==> src/rtl/serial_operand_tx_pkg.sv <==
// Shared definitions for the bit-serial MAC operand path: frame state
// encoding and a constant log2 helper, reused by transmitter and receiver.
package serial_operand_tx_pkg;

  typedef enum logic [1:0] {
    ST_IDLE,
    ST_DATA,
    ST_PAD
  } state_t;

  // Ceiling log2; clog2(1) = 0.
  function automatic int clog2(input int value);
    int r;
    int v;
    r = 0;
    v = value - 1;
    while (v > 0) begin
      r++;
      v = v >> 1;
    end
    return r;
  endfunction

endpackage

==> src/rtl/serial_operand_tx.sv <==
// Parallel-to-serial operand transmitter: accepts an N-bit operand on a
// valid/ready handshake, sends it LSB-first, then PAD flush bits.
// Build option: SERIAL_TX_SIGN_EXT_EN makes the flush bits copy the operand's
// MSB (sign extension); otherwise flush bits are 0.
//
// state   | meaning
// --------+--------------------------------------------------------------
// ST_IDLE | no frame on sd, ready for an operand
// ST_DATA | sd carries operand bit cnt
// ST_PAD  | sd carries a flush bit (frame index cnt >= N)
module serial_operand_tx
  import serial_operand_tx_pkg::*;
#(
  parameter int N   = 8,
  parameter int PAD = 8
) (
  input  logic         clk,
  input  logic         rst_n,
  input  logic         in_valid,
  output logic         in_ready,
  input  logic [N-1:0] in_data,
  output logic         sd,
  output logic         sd_first,
  output logic         sd_last,
  output logic         sd_busy
);

  localparam int LEN = N + PAD;
  localparam int CW  = clog2(LEN) + 1;
  localparam logic [CW-1:0] LAST_IDX = CW'(LEN - 1);
  localparam logic [CW-1:0] N_CW     = CW'(N);

  state_t         state;
  logic [N-1:0]   shreg;
  logic [CW-1:0]  cnt;
  logic [CW-1:0]  cnt_nxt;
  logic           pad_bit;
  logic           take;

  // in_ready is only high when idle or on the final frame cycle, so a
  // handshake always means "start a new frame next cycle".
  assign take    = in_valid & in_ready;
  assign cnt_nxt = cnt + CW'(1);

`ifdef SERIAL_TX_SIGN_EXT_EN
  // Capture the operand sign at load for the flush bits.
  always_ff @(posedge clk or negedge rst_n) begin
    if (!rst_n) begin
      pad_bit <= 1'b0;
    end else if (take) begin
      pad_bit <= in_data[N-1];
    end
  end
`else
  assign pad_bit = 1'b0;
`endif

  // Frame FSM; cnt is the frame index of the bit currently on sd.
  always_ff @(posedge clk or negedge rst_n) begin
    if (!rst_n) begin
      state    <= ST_IDLE;
      shreg    <= '0;
      cnt      <= '0;
      sd       <= 1'b0;
      sd_first <= 1'b0;
      sd_last  <= 1'b0;
      sd_busy  <= 1'b0;
      in_ready <= 1'b1;
    end else if (take) begin
      state    <= ST_DATA;
      shreg    <= in_data >> 1;
      cnt      <= '0;
      sd       <= in_data[0];
      sd_first <= 1'b1;
      sd_last  <= 1'b0;
      sd_busy  <= 1'b1;
      in_ready <= 1'b0;
    end else if (state == ST_IDLE) begin
      sd       <= 1'b0;
      sd_first <= 1'b0;
      sd_last  <= 1'b0;
      sd_busy  <= 1'b0;
      in_ready <= 1'b1;
    end else if (sd_last) begin
      state    <= ST_IDLE;
      sd       <= 1'b0;
      sd_first <= 1'b0;
      sd_last  <= 1'b0;
      sd_busy  <= 1'b0;
      in_ready <= 1'b1;
    end else begin
      cnt      <= cnt_nxt;
      sd_first <= 1'b0;
      sd_last  <= (cnt_nxt == LAST_IDX);
      in_ready <= (cnt_nxt == LAST_IDX);
      if (cnt_nxt < N_CW) begin
        state <= ST_DATA;
        sd    <= shreg[0];
        shreg <= shreg >> 1;
      end else begin
        state <= ST_PAD;
        sd    <= pad_bit;
      end
    end
  end

endmodule

==> config.mk <==
export PLATFORM = sky130hd
export DESIGN_NAME = serial_operand_tx
export DESIGN_NICKNAME = d
export VERILOG_FILES = /design/src/rtl/serial_operand_tx_pkg.sv /design/src/rtl/serial_operand_tx.sv
export SDC_FILE = /design/constraint.sdc
export NUM_CORES = 1
export LEC_CHECK = 0
export ABC_AREA = 0
export BUFFER_PORTS_ARGS = -buffer_cell sky130_fd_sc_hd__buf_2
export CORE_ASPECT_RATIO = 0.8
export CORE_MARGIN = 2
export CORE_UTILIZATION = 33
export CTS_CLUSTER_DIAMETER = 100
export DETAILED_ROUTE_END_ITERATION = 7
export GPL_TIMING_DRIVEN = 0
export HOLD_SLACK_MARGIN = 0.05
export PLACE_DENSITY_LB_ADDON = 0.2
export SYNTH_ARGS = -nofsm -noshare
export SYNTH_HDL_FRONTEND = slang
export SYNTH_SLANG_ARGS = --single-unit
export TNS_END_PERCENT = 100
==> constraint.sdc <==
create_clock -name clk -period 1.7 [get_ports clk]
set_input_delay 0.255 -clock clk [delete_from_list [all_inputs] [get_ports clk]]
set_output_delay 0.255 -clock clk [all_outputs]
set_load 0.1 [all_outputs]
==> results_tabular.tex <==
\begin{tabular}{lr}
\hline
Metric & Value \\
\hline
\multicolumn{2}{l}{\textbf{Floorplanning}} \\
\quad Core Footprint & 2701 sq um \\
\quad Row count & 17 \\
\quad Vertical extent of the die & 51.15 microns \\
\quad Die area & 3219 sq um \\
\quad Starting density of the core & 33.95\% \\
\quad Count of boundary I/O pins & 16 \\
\quad Die width & 62.94 microns \\
\multicolumn{2}{l}{\textbf{Clock tree}} \\
\quad Clk root buf & clkbuf\_4 \\
\quad Cts bufs inserted & 3 \\
\quad Clock-pin slew on the worst setup and hold paths & 120 ps \\
\quad Clock Sinks & 19 \\
\quad Insertion delay of the later-clocked pin in the worst-skew pair & 300 ps \\
\quad Clock buffer depth & 2 \\
\quad CTS HTree Levels & 1 \\
\quad TritonCTS clock tree & yes \\
\multicolumn{2}{l}{\textbf{Synthesis}} \\
\quad Synthesized area & 917.1 sq um \\
\quad Flop and latch count out of synthesis & 19 \\
\quad Avg Synthesized Cell Area & 9.757 sq um \\
\quad Number of enable-type register cells in the synthesized netlist & 0 \\
\quad Post-Syn Nets & 107 \\
\quad Share of synthesized area occupied by flip-flops and latches & 51.98\% \\
\quad Number of instances in the synthesized netlist & 94 \\
\quad Commonest register cell after synthesis & dfrtp\_1 \\
\quad Yosys synthesis warning count & 0 \\
\quad Share of synthesized registers carrying an async set or reset & 100.0\% \\
\quad Number of different library cells in the post-synthesis netlist & 29 \\
\multicolumn{2}{l}{\textbf{Detailed routing}} \\
\quad Wl on met1 & 966 microns \\
\quad DRT iter0 DRCs & 40 \\
\quad Routed wire length & 1.899 mm \\
\quad Total met2 wirelength after detailed routing & 811 microns \\
\quad Post-DRT Antenna Nets & 0 \\
\quad Post-DR vias/cell & 4.882 \\
\quad Average detailed-routed wire length per instance & 12.49 microns \\
\quad Topmost layer with routed signal wires & met3 \\
\quad Total number of vias & 742 \\
\quad DRC violation count after routing & 0 \\
\quad Routed length on met3 & 122 microns \\
\quad Number of detailed-route iterations in the first pass & 4 \\
\multicolumn{2}{l}{\textbf{STA}} \\
\quad Fin. max-slew vios & 0 \\
\quad Slew at the pin closest to its max-slew limit & 500.0 ps \\
\quad Final min period & 1581 ps \\
\quad Final worst path period share & 93.01\% \\
\quad Min Hold Slack & 155.5 ps \\
\quad Max Clock Skew & 6.203 ps \\
\quad RSZ-0062 raised after global routing & false \\
\quad Number of setup violations in the final report & 0 \\
\quad Post-Route Setup TNS & 0 ps \\
\quad Max Clk Rate & 0.6325 GHz \\
\quad Slew Limit Headroom & 66.67\% \\
\quad Hold Vio Cnt, Final & 0 \\
\multicolumn{2}{l}{\textbf{Worst setup path}} \\
\quad Worst endpoint required time & 1880 ps \\
\quad Startpoint-to-endpoint class of the critical path & flop to flop \\
\quad Launching element type of the critical path & flop \\
\quad Endpoint kind of the worst setup timing path & flop \\
\quad Crit path arrival time & 1760 ps \\
\quad Biggest fanout along the worst timing path & 7 \\
\multicolumn{2}{l}{\textbf{Global route}} \\
\quad First-pass GRT wire length & 3.270 mm \\
\quad Largest net degree at the start of global routing & 20 \\
\quad Total global routing overflow & 0 \\
\quad Overall global routing resource usage & 13.39\% \\
\quad Antenna violations before repair & 0 \\
\quad Vias in the first global route & 703 \\
\multicolumn{2}{l}{\textbf{Final layout}} \\
\quad Most common library cell in the layout ignoring fill and taps & buf\_2 \\
\quad Share of layout cells above drive strength 1 & 26.32\% \\
\quad Antenna diode count & 0 \\
\quad Area growth from synthesis to layout & 17.87\% \\
\quad Highest-count cells in the layout ignoring fill and taps & buf\_2 (16), dfrtp\_1 (15), nor2\_1 (13) \\
\quad Total number of nets in the final design & 128 \\
\quad Non-filler instance count after layout & 152 \\
\multicolumn{2}{l}{\textbf{Placement}} \\
\quad Cell total after placement & 147 \\
\quad Count of buffers from port buffering & 15 \\
\quad RD Place Congestion & 0.7052 \\
\multicolumn{2}{l}{\textbf{Flow run}} \\
\quad Max-cap viol count & 0 \\
\multicolumn{2}{l}{\textbf{Pwr}} \\
\quad Largest vdd supply drop & 0.0006399 V \\
\quad Pwr per Cell Area & 2120 nW/um\^{}2 \\
\quad Static Leakage & 0.4927 nW \\
\multicolumn{2}{l}{\textbf{Outcome}} \\
\quad Run status & finished, final reports clean \\
\multicolumn{2}{l}{\textbf{Hold path}} \\
\quad Hold WC Path Type & input port to flop \\
\hline
\end{tabular}
## worst paths after layout
| path | startpoint | end | slack, ps | cells past startpoint |
|---|---|---|---|---|
| worst max-delay path | cnt[0] | shreg[6] | 120 | 5 |
| worst min-delay path | in_data[0] | sd | 160 | 3 |
| worst max register to register | cnt[0] | shreg[6] | 120 | 5 |
| worst min register to register | sd_busy | sd_busy | 490 | 2 |
| max in group asynchronous | rst_n | cnt[1] | 950 | 2 |
| min in group asynchronous | rst_n | sd_first | 410 | 2 |
## cell type report
| class | instances | area, sq um |
|---|---|---|
| Fill cell | 288 | 1620 |
| Sequential cell | 19 | 480.5 |
| Multi-Input combinational cell | 68 | 405.4 |
| Timing Repair Buffer | 16 | 85.08 |
| Tap cell | 38 | 47.55 |
| Buffer | 4 | 23.77 |
| Clock buffer | 3 | 22.52 |
| Inverter | 3 | 11.26 |
| Clock inverter | 1 | 5.005 |
## Yosys cell counts, types with 2 or more instances
cell     number  area (sq um)
o21ai_1       2         10.01
a21oi_1       7         35.03
dfrtp_1      18         450.4
nand4_1       2         12.51
inv_1         3         11.26
nor2_1       13         48.80
o21ai_0       7         35.03
ha_1          2         25.02
xnor2_1       3         26.28
nand2_1      12         45.04
a31oi_1       7         43.79
## cell families (layout without fill, tap and decap cells)
family	Yosys count	in the layout	share of synthesized area, %
AND/OR/NAND/NOR	31	31	14.73
adder cells (fa/ha/maj)	2	2	2.728
buffers and inverters	7	27	3.818
AO/OA/AOI/OAI	30	30	21.15
flip-flops	19	19	51.98
XOR/XNOR	5	5	5.595
## critical path, stage by stage (launching register included)
cell and delay [ps]:
dfrtp_2 460, ha_1 270, xor2_2 210, o21a_2 270, o21ai_0 170, o21ai_1 80
## state kept, by name, summed over array words and instances, names as in the netlist
| register | flops |
|---|---|
| sd_last | 1 |
| cnt | 5 |
| shreg | 7 |
| sd_first | 1 |
| state | 2 |
| in_ready | 1 |
| sd_busy | 1 |
| sd | 1 |
## metal layers
layer | global-route usage, % | vias up
li1 | - | 367
met5 | 0 | -
met4 | 1.111 | 0
met3 | 5.507 | 0
met2 | 21.63 | 20
met1 | 17.57 | 355
## power by group
| group | total (mW) | internal [mW] | leakage, nW | switching [mW] |
|---|---|---|---|---|
| registers | 0.802 | 0.665 | 0.234 | 0.137 |
| logic | 1.25 | 0.406 | 0.241 | 0.848 |
| clock network | 0.235 | 0.0878 | 0.0177 | 0.148 |
| total | 2.29 | 1.16 | 0.493 | 1.13 |
## repair_timing
item / CTS / global route
hold endpoints to repair: 18 / 0
hold buffers: 1 / 0
gates resized for setup: 0 / 2
endpoints found under the setup margin: 0 / 4
setup buffers: 0 / 0
## per-stage QoR
stage,total power [mW],utilization (%),worst slack (ps),cell area [sq um]
floorplan,1.808,-,43.46,918.4
global placement,2.045,38.54,127.8,1041
detailed placement,2.066,38.54,112.0,1041
CTS,2.309,39.93,94.29,1079
global route,2.501,40.02,4.139,1081
finish,2.291,40.02,118.9,1081
(Power assumes the default switching activity.)
